--- src/rtl/fp_pkg.sv ---
// fp_pkg: shared FP types for the issue/writeback path (ops, formats,
// rounding modes, status flags, unit selects and writeback slots).
package fp_pkg;

    typedef enum logic [3:0] {
        NO_FP_OP = 4'd0,
        FADD     = 4'd1,
        FMUL     = 4'd2,
        FMADD    = 4'd3,
        FDIV     = 4'd4,
        I2F      = 4'd5,
        F2I      = 4'd6,
        F2F      = 4'd7,
        FCMP     = 4'd8,
        FCLASS   = 4'd9,
        FMIN     = 4'd10,
        FMAX     = 4'd11,
        FSGNJ    = 4'd12
    } float_op_e;

    typedef enum logic [1:0] {
        FP16 = 2'd0,
        FP32 = 2'd1,
        FP64 = 2'd2
    } fp_format_e;

    typedef enum logic [2:0] {
        RNE = 3'd0,
        RTZ = 3'd1,
        RDN = 3'd2,
        RUP = 3'd3,
        RMM = 3'd4,
        DYN = 3'd7
    } roundmode_e;

    typedef struct packed {
        logic nv;
        logic dz;
        logic of;
        logic uf;
        logic nx;
    } status_t;

    typedef enum logic [2:0] {
        FU_NONE = 3'd0,
        FU_ADD  = 3'd1,
        FU_MUL  = 3'd2,
        FU_FMA  = 3'd3,
        FU_MISC = 3'd4,
        FU_DIV  = 3'd5
    } fu_sel_e;

    typedef struct packed {
        logic    valid;
        fu_sel_e sel;
    } wb_res_t;

    // Undefined encodings map to FU_NONE so the caller can flag them illegal.
    function automatic fu_sel_e op_to_fu(float_op_e op);
        case (op)
            FADD:   return FU_ADD;
            FMUL:   return FU_MUL;
            FMADD:  return FU_FMA;
            FDIV:   return FU_DIV;
            I2F, F2I, F2F, FCMP, FCLASS, FMIN, FMAX, FSGNJ: return FU_MISC;
            default: return FU_NONE;
        endcase
    endfunction

endpackage

--- src/rtl/fp_wb_reservation.sv ---
// fp_wb_reservation: shifting writeback reservation table. Entry 0 is the
// current writeback slot; entries move one step towards 0 every cycle.
module fp_wb_reservation
    import fp_pkg::*;
#(
    parameter int unsigned DEPTH = 5,
    parameter int unsigned IDX_W = 3,
    parameter int unsigned TAG_W = 5
) (
    input  logic             clk_i,
    input  logic             rst_ni,
    input  logic             set_i,
    input  logic [IDX_W-1:0] set_idx_i,
    input  fu_sel_e          set_sel_i,
    input  logic [TAG_W-1:0] set_tag_i,
    input  logic [IDX_W-1:0] query_idx_i,
    output logic             slot_free_o,
    output wb_res_t          head_o,
    output logic [TAG_W-1:0] head_tag_o,
    output logic             any_valid_o
);

    wb_res_t          res_q [DEPTH];
    wb_res_t          res_d [DEPTH];
    logic [TAG_W-1:0] tag_q [DEPTH];
    logic [TAG_W-1:0] tag_d [DEPTH];

    always_comb begin
        for (int unsigned k = 0; k < DEPTH; k++) begin
            res_d[k] = '0;
            tag_d[k] = '0;
        end
        for (int unsigned k = 0; k + 1 < DEPTH; k++) begin
            res_d[k] = res_q[k+1];
            tag_d[k] = tag_q[k+1];
        end
        // The set index is post-shift, so a latency-L op lands in res[L-1].
        if (set_i) begin
            res_d[set_idx_i] = '{valid: 1'b1, sel: set_sel_i};
            tag_d[set_idx_i] = set_tag_i;
        end
    end

    always_ff @(posedge clk_i) begin
        if (!rst_ni) begin
            for (int unsigned k = 0; k < DEPTH; k++) begin
                res_q[k] <= '0;
                tag_q[k] <= '0;
            end
        end else begin
            res_q <= res_d;
            tag_q <= tag_d;
        end
    end

    always_comb begin
        any_valid_o = 1'b0;
        for (int unsigned k = 0; k < DEPTH; k++) begin
            any_valid_o = any_valid_o | res_q[k].valid;
        end
    end

    assign slot_free_o = ~res_q[query_idx_i].valid;
    assign head_o      = res_q[0];
    assign head_tag_o  = tag_q[0];

endmodule

--- src/rtl/fp_issue_ctrl.sv ---
// fp_issue_ctrl: issues FP ops to their units, reserves writeback slots and
// muxes writeback/fflags. Define FP_DIV_UNIT_EN to build the divider path.
module fp_issue_ctrl #(
    parameter int unsigned LAT_ADD  = 3,
    parameter int unsigned LAT_MUL  = 3,
    parameter int unsigned LAT_FMA  = 4,
    parameter int unsigned LAT_MISC = 1,
    parameter int unsigned TAG_W    = 5
) (
    input  logic             clk_i,
    input  logic             rst_ni,
    input  logic             in_valid_i,
    output logic             in_ready_o,
    input  logic [3:0]       in_op_i,
    input  logic [1:0]       in_fmt_i,
    input  logic [2:0]       in_rm_i,
    input  logic [TAG_W-1:0] in_tag_i,
    input  logic [2:0]       frm_i,
    output logic [4:0]       fu_valid_o,
    input  logic             div_ready_i,
    output logic [3:0]       op_o,
    output logic [1:0]       fmt_o,
    output logic [2:0]       rm_o,
    input  logic             div_done_i,
    output logic             div_ack_o,
    input  logic [4:0]       status_i,
    output logic             wb_valid_o,
    output logic [2:0]       wb_sel_o,
    output logic [TAG_W-1:0] wb_tag_o,
    output logic             illegal_o,
    output logic [4:0]       fflags_o,
    input  logic             fflags_clr_i,
    output logic             busy_o
);
    import fp_pkg::*;

    localparam int unsigned MAX_AM = (LAT_ADD > LAT_MUL) ? LAT_ADD : LAT_MUL;
    localparam int unsigned MAX_FM = (LAT_FMA > LAT_MISC) ? LAT_FMA : LAT_MISC;
    localparam int unsigned DEPTH  = ((MAX_AM > MAX_FM) ? MAX_AM : MAX_FM) + 1;
    localparam int unsigned IDX_W  = $clog2(DEPTH);

    float_op_e        op_e;
    fu_sel_e          fu;
    logic             rm_dyn;
    logic [2:0]       rm_res;
    logic             illegal;
    logic             ready;
    logic             hs;
    logic             dispatch;
    logic             res_set;
    logic [IDX_W-1:0] lat;
    logic [IDX_W-1:0] set_idx;
    logic             slot_free;
    wb_res_t          head;
    logic [TAG_W-1:0] head_tag;
    logic             any_valid;
    logic             div_accept;
    logic             div_busy;
    logic             div_ack;
    logic [TAG_W-1:0] div_tag;
    logic [4:0]       fflags_q;
    logic [4:0]       fflags_d;

    fp_wb_reservation #(
        .DEPTH (DEPTH),
        .IDX_W (IDX_W),
        .TAG_W (TAG_W)
    ) u_res (
        .clk_i       (clk_i),
        .rst_ni      (rst_ni),
        .set_i       (res_set),
        .set_idx_i   (set_idx),
        .set_sel_i   (fu),
        .set_tag_i   (in_tag_i),
        .query_idx_i (lat),
        .slot_free_o (slot_free),
        .head_o      (head),
        .head_tag_o  (head_tag),
        .any_valid_o (any_valid)
    );

    always_comb begin
        op_e    = float_op_e'(in_op_i);
        fu      = op_to_fu(op_e);
        rm_dyn  = (in_rm_i == DYN);
        rm_res  = rm_dyn ? frm_i : in_rm_i;
        illegal = (fu == FU_NONE) || (in_fmt_i > FP64) ||
                  (rm_dyn && (frm_i >= 3'd5)) || (in_rm_i inside {3'd5, 3'd6});
`ifndef FP_DIV_UNIT_EN
        if (fu == FU_DIV) illegal = 1'b1;
`endif

        case (fu)
            FU_ADD:  lat = IDX_W'(LAT_ADD);
            FU_MUL:  lat = IDX_W'(LAT_MUL);
            FU_FMA:  lat = IDX_W'(LAT_FMA);
            FU_MISC: lat = IDX_W'(LAT_MISC);
            default: lat = '0;
        endcase
        set_idx = lat - IDX_W'(1);

        // Illegal ops are always taken so they can be flagged and dropped.
        if (!rst_ni)             ready = 1'b0;
        else if (illegal)        ready = 1'b1;
        else if (fu == FU_DIV)   ready = div_accept;
        else                     ready = slot_free;

        hs       = in_valid_i & ready;
        dispatch = hs & ~illegal;
        res_set  = dispatch & (fu != FU_DIV);

        fu_valid_o = '0;
        if (dispatch) begin
            case (fu)
                FU_ADD:  fu_valid_o[0] = 1'b1;
                FU_MUL:  fu_valid_o[1] = 1'b1;
                FU_FMA:  fu_valid_o[2] = 1'b1;
                FU_MISC: fu_valid_o[3] = 1'b1;
                FU_DIV:  fu_valid_o[4] = 1'b1;
                default: fu_valid_o    = '0;
            endcase
        end
    end

`ifdef FP_DIV_UNIT_EN
    logic             div_hs;
    logic             div_busy_q;
    logic             div_busy_d;
    logic [TAG_W-1:0] div_tag_q;
    logic [TAG_W-1:0] div_tag_d;

    assign div_hs     = dispatch & (fu == FU_DIV);
    assign div_accept = div_ready_i & ~div_busy_q;
    // Pipelined results own the writeback port; the divider waits for a gap.
    assign div_ack    = rst_ni & div_done_i & ~head.valid;
    assign div_busy   = div_busy_q;
    assign div_tag    = div_tag_q;

    always_comb begin
        div_busy_d = div_busy_q;
        div_tag_d  = div_tag_q;
        if (div_ack) div_busy_d = 1'b0;
        if (div_hs) begin
            div_busy_d = 1'b1;
            div_tag_d  = in_tag_i;
        end
    end

    always_ff @(posedge clk_i) begin
        if (!rst_ni) begin
            div_busy_q <= 1'b0;
            div_tag_q  <= '0;
        end else begin
            div_busy_q <= div_busy_d;
            div_tag_q  <= div_tag_d;
        end
    end
`else
    logic unused_div_inputs;
    assign unused_div_inputs = div_ready_i | div_done_i;
    assign div_accept = 1'b0;
    assign div_ack    = 1'b0;
    assign div_busy   = 1'b0;
    assign div_tag    = '0;
`endif

    always_comb begin
        wb_valid_o = 1'b0;
        wb_sel_o   = FU_NONE;
        wb_tag_o   = '0;
        if (rst_ni) begin
            if (head.valid) begin
                wb_valid_o = 1'b1;
                wb_sel_o   = head.sel;
                wb_tag_o   = head_tag;
            end else if (div_ack) begin
                wb_valid_o = 1'b1;
                wb_sel_o   = FU_DIV;
                wb_tag_o   = div_tag;
            end
        end
    end

    // A clear in the same cycle as a writeback keeps the incoming flags.
    assign fflags_d = (fflags_clr_i ? 5'b0 : fflags_q) | (wb_valid_o ? status_i : 5'b0);

    always_ff @(posedge clk_i) begin
        if (!rst_ni) fflags_q <= '0;
        else         fflags_q <= fflags_d;
    end

    assign in_ready_o = ready;
    assign illegal_o  = hs & illegal;
    assign op_o       = dispatch ? in_op_i  : 4'b0;
    assign fmt_o      = dispatch ? in_fmt_i : 2'b0;
    assign rm_o       = dispatch ? rm_res   : 3'b0;
    assign div_ack_o  = div_ack;
    assign fflags_o   = fflags_q;
    assign busy_o     = rst_ni & (any_valid | div_busy);

endmodule

--- config.mk ---
export PLATFORM = sky130hd
export DESIGN_NAME = fp_issue_ctrl
export DESIGN_NICKNAME = d
export VERILOG_FILES = /design/src/rtl/fp_pkg.sv /design/src/rtl/fp_wb_reservation.sv /design/src/rtl/fp_issue_ctrl.sv
export SDC_FILE = /design/constraint.sdc
export NUM_CORES = 1
export LEC_CHECK = 0
export ABC_AREA = 0
export CORE_MARGIN = 5
export CORE_UTILIZATION = 40
export DETAILED_ROUTE_END_ITERATION = 8
export MAX_ROUTING_LAYER = met4
export PLACE_DENSITY = 0.77
export SETUP_SLACK_MARGIN = 0.5
export SLEW_MARGIN = 20
export SYNTH_ARGS = -nofsm -noshare
export SYNTH_HDL_FRONTEND = slang
export SYNTH_SLANG_ARGS = --single-unit
export TNS_END_PERCENT = 50
--- constraint.sdc ---
create_clock -name clk_i -period 6.9 [get_ports clk_i]
set_input_delay 1.035 -clock clk_i [delete_from_list [all_inputs] [get_ports clk_i]]
set_output_delay 1.035 -clock clk_i [all_outputs]
set_load 0.01 [all_outputs]
# Word level (Yosys, flattened, before mapping)
# Memory sizes are Yosys's and may differ from the RTL's.
# Cells that the tools add are included.
[word_totals]
register_bits = 50
elab_cells = 89
latchBits = 0
output_inout_bits = 32
mem_bits_rw = 0
memories = 1
inputBits = 28
romBits = 48
[memory_table]
columns = ["name", "words", "width", "rd", "rd_ports_with_merged_regs", "write_ports", "line_no", "rtl"]
rows = [
  ["(no name shown)", 16, 3, 1, 0, 0, "fp_pkg.sv:60", "case (op)"],
]
[classes]
div_mod_pow = 0
n_reduce_logical = 9
multipliers = 0
eq_ne = 9
shifts = 0
bitwise = 14
addsub = 1
n_lt_le_gt_ge = 5
mux = 34
[ops]
columns = ["cell", "count"]
rows = [
  ["5-bit 2-to-1 mux", 6],
  ["25-bit bitwise mux", 1],
  ["25-bit 2-to-1 mux", 1],
  ["20-bit bitwise mux", 1],
  ["20-bit 2-to-1 mux", 1],
  ["4-bit 2-to-1 mux", 4],
  ["5-bit demux with 3-bit select", 1],
  ["3-bit equality test, second input constant", 5],
  ["4-bit binary-select mux with 3-bit select", 1],
  ["4-bit demux with 3-bit select", 1],
  ["3-bit 2-to-1 mux", 4],
  ["1-bit 2-to-1 mux", 11],
  ["3-bit case mux with 3 select lines", 1],
  ["4-bit greater-or-equal comparator, second input constant", 2],
  ["3-bit inverter with 4-bit output", 2],
  ["3-bit by 2-bit equality test with 1-bit output, second input constant", 2],
  ["1-bit bitwise AND", 5],
  ["5-bit bitwise OR", 1],
  ["4-bit by 1-bit less-than comparator with 1-bit output, second input constant", 1],
  ["1-bit bitwise OR", 4],
  ["3-bit by 1-bit equality test with 1-bit output, second input constant", 1],
  ["3-bit greater-or-equal comparator, second input constant", 1],
  ["3-bit logical NOT", 1],
  ["1-bit logical OR", 3],
  ["other kinds (9)", 11],
]

# Logic depth before layout (Yosys ltp)
# Gate-level depths: netlist (run 1).
# An unclocked memory read counts as a cell.
[logic_depth]
word_depth = 16
ltp_mapped = 7
depth_no_buf = 5

# Cells and area by module
# Synthesis (run 1) repeated with hierarchy kept, for this count alone.
[unflattened]
hier_cells = 258
hier_area_um2 = 2377.3
[modules_own_cells]
columns = ["mod", "seq_area_each_um2", "n_inst", "cells_per_inst", "area_each_um2"]
rows = [
  ["fp_wb_reservation", 900.9, 1, 171, 1755.4],
  ["fp_issue_ctrl", 100.1, 1, 87, 621.8],
]

# Least setup slack after synthesis (run 1)
# No wires, ideal clock.
[synth_path]
kind = "input port to output port"
startpoint = "input port in_op_i[2]"
endpoint = "output port fu_valid_o[0]"
n_path_buf = 1
setup_slack_ns = 3.193
arrival_ns = 2.672
required_time_ns = 5.865
cell_stages = 5
path_cell_list = "clkbuf_2 -> or4_1 -> nor4b_4 -> or4_4 -> nor2_1"
[synth_via]
elab_chain_len = 15
word_cells_on_any_way = 26
classes_between = "eq/ne: 5; mux: 10; bitwise: 5; reduce/logical: 5; memory: 1"
[synth_lines]
columns = ["element", "line_no", "rtl"]
rows = [
  ["from (decl)", "fp_issue_ctrl.sv:14", "input logic [3:0] in_op_i,"],
  ["memory 16 x 3 bit (*)", "-", ""],
  ["3-bit by 2-bit equality test with 1-bit output or 3-bit by 1-bit equality test with 1-bit output (tied branches)", "fp_issue_ctrl.sv:93, fp_issue_ctrl.sv:114", ""],
  ["2-bit OR reduction (no source line)", "-", ""],
  ["3-bit case mux with 3 select lines", "fp_issue_ctrl.sv:93", "case (fu)"],
  ["3-bit inverter with 4-bit output (implied by the code)", "fp_wb_reservation.sv:63", "assign slot_free_o = ~res_q[query_idx_i].valid;"],
  ["4-bit binary-select mux with 3-bit select", "fp_wb_reservation.sv:63", ""],
  ["4-bit 2-to-1 mux (implied by the code) (2 in series)", "fp_wb_reservation.sv:63", ""],
  ["1-bit inverter", "fp_wb_reservation.sv:63", ""],
  ["1-bit 2-to-1 mux", "fp_issue_ctrl.sv:105", "else if (fu == FU_DIV) ready = div_accept;"],
  ["1-bit 2-to-1 mux", "fp_issue_ctrl.sv:104", "else if (illegal) ready = 1'b1;"],
  ["1-bit 2-to-1 mux", "fp_issue_ctrl.sv:103", "if (!rst_ni) ready = 1'b0;"],
  ["1-bit bitwise AND", "fp_issue_ctrl.sv:108", "hs = in_valid_i & ready;"],
  ["1-bit bitwise AND", "fp_issue_ctrl.sv:109", "dispatch = hs & ~illegal;"],
  ["5-bit 2-to-1 mux (*)", "fp_issue_ctrl.sv:113", "if (dispatch) begin"],
  ["to (decl)", "fp_issue_ctrl.sv:19", "output logic [4:0] fu_valid_o,"],
]
# Mark *: on every way between the ends. The rest lies on a longest branch, timed or not. The select of a mux whose other input is x is not followed.

# Worst setup path in the final report (run 1)
[layout_path]
startpoint = "input port in_op_i[3]"
endpoint = "output port rm_o[2]"
[layout_via]
elab_chain_len = 15
word_cells_on_any_way = 25
classes_between = "eq/ne: 5; mux: 9; bitwise: 5; reduce/logical: 5; memory: 1"
[layout_lines]
columns = ["element", "line_no", "rtl"]
rows = [
  ["memory 16 x 3 bit (*)", "-", ""],
  ["3-bit by 2-bit equality test with 1-bit output or 3-bit by 1-bit equality test with 1-bit output (tied branches)", "fp_issue_ctrl.sv:93", ""],
  ["2-bit OR reduction (no source line)", "-", ""],
  ["3-bit case mux with 3 select lines", "fp_issue_ctrl.sv:93", ""],
  ["3-bit inverter with 4-bit output (implied by the code)", "fp_wb_reservation.sv:63", ""],
  ["4-bit binary-select mux with 3-bit select", "fp_wb_reservation.sv:63", ""],
  ["4-bit 2-to-1 mux (implied by the code) (2 in series)", "fp_wb_reservation.sv:63", ""],
  ["1-bit inverter", "fp_wb_reservation.sv:63", ""],
  ["1-bit 2-to-1 mux", "fp_issue_ctrl.sv:105", ""],
  ["1-bit 2-to-1 mux", "fp_issue_ctrl.sv:104", ""],
  ["1-bit 2-to-1 mux", "fp_issue_ctrl.sv:103", ""],
  ["1-bit bitwise AND", "fp_issue_ctrl.sv:108", ""],
  ["1-bit bitwise AND (*)", "fp_issue_ctrl.sv:109", ""],
  ["3-bit 2-to-1 mux (*)", "fp_issue_ctrl.sv:196", "assign rm_o = dispatch ? rm_res : 3'b0;"],
  ["to (decl)", "fp_issue_ctrl.sv:23", "output logic [2:0] rm_o,"],
]
# Marked as above.

==> impl_metrics.tcl, run 1 <==
set metrics [dict create \
    outcome "completed" \
    dieArea_um2 6760 \
    vias 1570 \
    cp_max_fo 12 \
    h-tree-depth 2 \
    cts_buffer_depth 2 \
    skew_ps 5.50 \
    slowest_delay_ps 760 \
    hold_viol 0 \
    antenna_left 0 \
    dp_cells 326 \
    holdPathEnd "u_res.res_q[10]$_SDFF_PN0_" \
    fillers 480 \
    hp-start "u_res.res_q[6]$_SDFF_PN0_" \
    slew_viol_final 0 \
    synth_top_cell_area_share_pct 48.0 \
    syn2layout_area_growth_pct 34.0 \
    drt-total-wl_mm 4.03 \
    grt_max_degree 55 \
    ys_ff_latch 50 \
    tns_ps 0 \
    ctsResizeCount 0 \
    grt_pass1_wl_mm 6.72 \
    core_um2 5070 \
    cpMostUsedCell "clkdlybuf4s50_1" \
    syn_avg_cell_area_um2 10.3 \
    synth_top_area_cell "dfxtp_1" \
    hold_path.class "reg -> reg" \
    rsz0062_at_grt "no" \
    critPathKind "in -> out" \
    reg2reg_to "u_res.res_q[8]$_SDFF_PN0_" \
    syn_inst 203 \
    fp.dieH_um 82.2 \
    endpoint_kind "output pin" \
    viasPerCell 4.70 \
    drive_gt1_share_pct 9.09 \
    whs_ps 426 \
    yosysSeqAreaShare_pct 48.0 \
    crit_path_start "in_op_i[3]" \
    dpl.hpwl_mm 2.92 \
    initialDrtViolationCount 64 \
    syn_area_um2 2090 \
    cts_tree "built" \
    grt_pass1_vias 1502 \
    finalNetCount 291 \
    post-route-period-util_pct 73.6 \
    ios 60 \
    avgRoutedWirePerCell_um 12.1 \
    final-setup-viol-count 0 \
    cpMaxStageDelayCell "clkdlybuf4s50_1" \
    drcViolationCount 0 \
    clockRootBuffer "clkbuf_8" \
    startpoint_type "input pin" \
    cts.clk_slew.worst_paths_ps 80 \
    synthTopCellsByArea "dfxtp_1, mux2i_1, nor2b_1, and2_1, o21a_1" \
    r2r_cells 5 \
    dr.pass1.iters 4 \
    antenna_found_initial 0 \
    multiInputGateArea_um2 1010 \
    peakVddDrop_uv 110 \
    arrival_ps 4040 \
    slew_headroom_pct 51.5 \
    finalCriticalPeriod_ps 5080 \
    r2r_slack_ps 4680 \
    numCtsBuffers 5 \
    max_clock_freq_mhz 197 \
    initial_utilization_pct 41.1 \
    netlist_top_cells_count "dfxtp_1, nor2b_1, and2_1, mux2i_1, nand2_1" \
    synth_flop_cell "dfxtp_1" \
    port_buffers 55 \
    n_antenna_cell 0 \
    postCtsSetupBuffers 0 \
    synth-async-reset-ratio_pct 0 \
    overflow 0 \
    cts.sinks 50 \
    row_count 26 \
    maxCapViolCount 0 \
    hold_buffers 0 \
    ys_warn_count 0 \
    p_leak_nw 1.08 \
    fin_cells 334 \
    gp_congestion 0.837 \
    tightest_slew_ps 724 \
    synth-edff-count 0 \
    yosysMostFrequentCell "dfxtp_1" \
    regArea_um2 1000 \
    crit_chain "clkdlybuf4s50_1 -> mux2_2 -> o32ai_1 -> nor4b_4 -> a2111oi_4 -> o211a_1 -> clkdlybuf4s50_1" \
    track_usage_pct 13.1 \
    p_per_area_nw_per_um2 194 \
    min_path_cells 2 \
    synth.distinct_cells 45 \
    required_ps 5860 \
    timing.rr.start "u_res.head_o[3]$_SDFF_PN0_" \
    die_w_um 82.2 \
    worstSkewPairLatency_ps 290 \
]
## worst max-delay path, delay by kind of cell
| kind | cells | cell delay (ps) |
|---|---|---|
| AOI/OAI and AO/OA | 3 | 1170 |
| muxes | 1 | 390 |
| buffers and inverters | 2 | 1300 |
| and+or+nand+nor | 1 | 150 |
## logic make-up after synthesis
kind of cell | Yosys count | synth area share [%]
buffers and inverters | 23 | 5.28
AND/OR/NAND/NOR | 80 | 24.9
multiplexers | 17 | 8.27
flip-flops | 50 | 48.0
AO/OA/AOI/OAI | 30 | 12.6
XOR/XNOR | 2 | 0.839
other | 1 | 0.180
## per-stage QoR
step           setup WS [ps]  total power [mW]  util, %  area, um2
3_3_place_gp            1850             0.377     53.2       2700
6_report                1820             0.542     55.1       2800
5_1_grt                 1600             0.567     55.1       2800
3_5_place_dp            1790             0.378     53.2       2700
4_1_cts                 1790             0.548     55.1       2800
2_1_floorplan           3190             0.351        -       2120
## how the worst max path moves through the flow
stage                          endpoint  slack (ps)  cells after the start
after CTS                       rm_o[2]        1790                      7
after global routing            rm_o[2]        1600                      7
after detailed placement        rm_o[2]        1790                      7
after floorplan           fu_valid_o[0]        3190                      5
final                           rm_o[2]        1820                      7
after global placement          rm_o[2]        1850                      7
## flip-flops by register name, indices dropped and copies added (netlist names)
register          count
fflags_o              5
u_res.res_q          16
u_res.tag_q          20
u_res.head_o          4
u_res.head_tag_o      5
## per-layer routing
layer  share of wire [%]  global-route usage, %  wire, um
met4                 1.8                   5.32        72
met2                  50                   23.0      2010
met1                  44                   14.5      1760
met5                   0                      -         0
met3                 4.7                   2.39       189
## report_power, final
group | leakage [nW] | switching [mW] | internal [mW]
logic | 0.625 | 0.0334 | 0.0343
clock network | 0.0472 | 0.0898 | 0.0806
registers | 0.411 | 0.00430 | 0.299
total | 1.08 | 0.128 | 0.414
## layout make-up
cell class                      count  area share, %
Tap cell                           70           3.13
Clock buffer                        6           2.95
Timing Repair Buffer               57           20.2
Sequential cell                    50           35.8
Multi-Input combinational cell    140           36.2
Clock inverter                      2          0.447
Inverter                            9           1.21
## cell usage in the layout (no fill, tap or decap), types with 7 or more instances in the layout
cell type / synthesis / layout
and2_1: 15 / 15
and3_1: 8 / 8
clkdlybuf4s50_1: 0 / 55
conb_1: 1 / 11
dfxtp_1: 50 / 50
inv_1: 9 / 9
mux2i_1: 15 / 15
nand2_1: 13 / 13
nor2_1: 7 / 7
nor2b_1: 16 / 16
o21a_1: 7 / 7
Note: power is estimated with default switching activity, not from simulation.
==> inputs of run 2 (changes only) <==
--- a/config.mk
+++ b/config.mk
@@ -10,7 +10,7 @@
 export CORE_UTILIZATION = 40
 export DETAILED_ROUTE_END_ITERATION = 8
 export MAX_ROUTING_LAYER = met4
-export PLACE_DENSITY = 0.77
+export PLACE_DENSITY = 0.8
 export SETUP_SLACK_MARGIN = 0.5
 export SLEW_MARGIN = 20
 export SYNTH_ARGS = -nofsm -noshare
==> constraint.sdc (replaced) <==
create_clock -name clk_i -period 4.1 [get_ports clk_i]
set_input_delay 0.615 -clock clk_i [delete_from_list [all_inputs] [get_ports clk_i]]
set_output_delay 0.615 -clock clk_i [all_outputs]
set_load 0.01 [all_outputs]
==> impl_metrics.tcl, run 2 (synthesized netlist as in run 1, its figures left out) <==
set metrics [dict create \
    outcome "completed" \
    grt_max_degree 54 \
    finalNetCount 300 \
    cts.sinks 50 \
    hold_buffers 0 \
    crit_path_start "in_op_i[1]" \
    endpoint_kind "output pin" \
    gp_congestion 0.853 \
    viasPerCell 4.71 \
    dieArea_um2 6760 \
    timing.final.ws_setup_ps 416 \
    cts_buffer_depth 2 \
    numCtsBuffers 5 \
    max_clock_freq_mhz 271 \
    track_usage_pct 14.2 \
    slew_viol_final 0 \
    fp.dieH_um 82.2 \
    n_antenna_cell 0 \
    pre_cts_ws_ps 75.1 \
    vias 1612 \
    overflow 0 \
    critPathKind "in -> out" \
    initialDrtViolationCount 57 \
    largest_register_ff_count 20 \
    core_um2 5070 \
    grt_pass1_vias 1608 \
    peakVddDrop_uv 170 \
    port_buffers 55 \
    r2r_slack_ps 1910 \
    p_leak_nw 1.14 \
    layout_commonest_cell "clkdlybuf4s50_1" \
    reg2reg_to "u_res.head_o[1]$_SDFF_PN0_" \
    ios 60 \
    required_ps 3480 \
    finalCriticalPeriod_ps 3680 \
    crit_path_end "rm_o[0]" \
    clockRootBuffer "clkbuf_8" \
    p_per_area_nw_per_um2 335 \
    r2r_cells 7 \
    dr.pass1.iters 4 \
    drcViolationCount 0 \
    hold_viol 0 \
    top_register "u_res.tag_q" \
    h-tree-depth 2 \
    startpoint_type "input pin" \
    final-setup-viol-count 0 \
    rsz0062_at_grt "yes" \
    row_count 26 \
    initial_utilization_pct 41.1 \
    grt_pass1_wl_mm 7.18 \
    post-route-period-util_pct 89.9 \
    cts_tree "built" \
    syn2layout_area_growth_pct 38.4 \
    drt-total-wl_mm 4.32 \
    die_w_um 82.2 \
    antenna_found_initial 0 \
    cp_max_fo 11 \
    drive_gt1_share_pct 12.9 \
    antenna_left 0 \
    worstSkewPairLatency_ps 290 \
    arrival_ps 3070 \
    dpl.hpwl_mm 3.17 \
    maxCapViolCount 0 \
    tns_ps 0 \
    avgRoutedWirePerCell_um 12.6 \
    hold_path.class "reg -> reg" \
    skew_ps 6.66 \
    layout_common_cells "clkdlybuf4s50_1, dfxtp_1, nor2b_1" \
    reg_top3 "u_res.tag_q (20), u_res.res_q (16)" \
    timing.rr.start "u_res.head_o[3]$_SDFF_PN0_" \
    cts.clk_slew.worst_paths_ps 90 \
    tightest_slew_ps 725 \
    slew_headroom_pct 51.4 \
]
## run 2: power by group
| part | internal (mW) | switching, mW |
|---|---|---|
| Sequential | 0.504 | 0.00726 |
| Combinational | 0.0670 | 0.0610 |
| Clock | 0.179 | 0.148 |
| Total | 0.750 | 0.216 |
## run 2: cell type report
cell class / count / area [um2]
multi-input cells: 140 / 1030
fillers: 443 / 2190
flip-flops and latches: 50 / 1000
clock buffers: 5 / 68.8
well taps: 70 / 87.6
clock inverters: 2 / 38.8
inverters: 9 / 33.8
repair buffers: 66 / 631
## run 2: per-layer routing
metal	track usage, %	share of wire (%)
met5	-	0
met1	15.0	40
met3	4.45	5.3
met2	24.2	53
met4	6.31	2.2
## run 2: metrics by stage
stage / cell area (um2) / power (mW) / util [%] / hold WS [ps] / std cells
5_1_grt: 2890 / 1.01 / 56.9 / 442 / 342
3_3_place_gp: 2750 / 0.642 / 54.3 / 410 / 333
6_report: 2890 / 0.967 / 56.9 / 422 / 342
4_1_cts: 2890 / 0.976 / 56.9 / 427 / 342
2_1_floorplan: 2120 / 0.590 / - / 404 / 213
3_5_place_dp: 2750 / 0.645 / 54.3 / 414 / 333
## run 2: how the worst min path moves through the flow
stage | start | end | slack, ps | depth (start not counted)
after global routing | u_res.res_q[2]$_SDFF_PN0_ | u_res.res_q[6]$_SDFF_PN0_ | 440 | 2
final | u_res.res_q[2]$_SDFF_PN0_ | u_res.res_q[6]$_SDFF_PN0_ | 420 | 2
after floorplan | u_res.res_q[6]$_SDFF_PN0_ | u_res.res_q[10]$_SDFF_PN0_ | 400 | 2
after detailed placement | u_res.res_q[2]$_SDFF_PN0_ | u_res.res_q[6]$_SDFF_PN0_ | 410 | 2
after CTS | u_res.res_q[2]$_SDFF_PN0_ | u_res.res_q[6]$_SDFF_PN0_ | 430 | 2
after global placement | u_res.res_q[2]$_SDFF_PN0_ | u_res.res_q[6]$_SDFF_PN0_ | 410 | 2
## run 2: critical path, cell delays in order
cell             delay [ps]
clkdlybuf4s50_1         430
buf_4                   190
o211ai_2                190
o311ai_2                150
or2_4                   280
a2111oi_4               310
buf_4                   200
o211a_1                 150
clkdlybuf4s50_1         540
## run 2: timing repair
item                       in CTS  in global routing
resized for setup               7                  0
pin swaps                       2                  0
setup endpoints to repair      13                 13
setup buffers                   2                  0
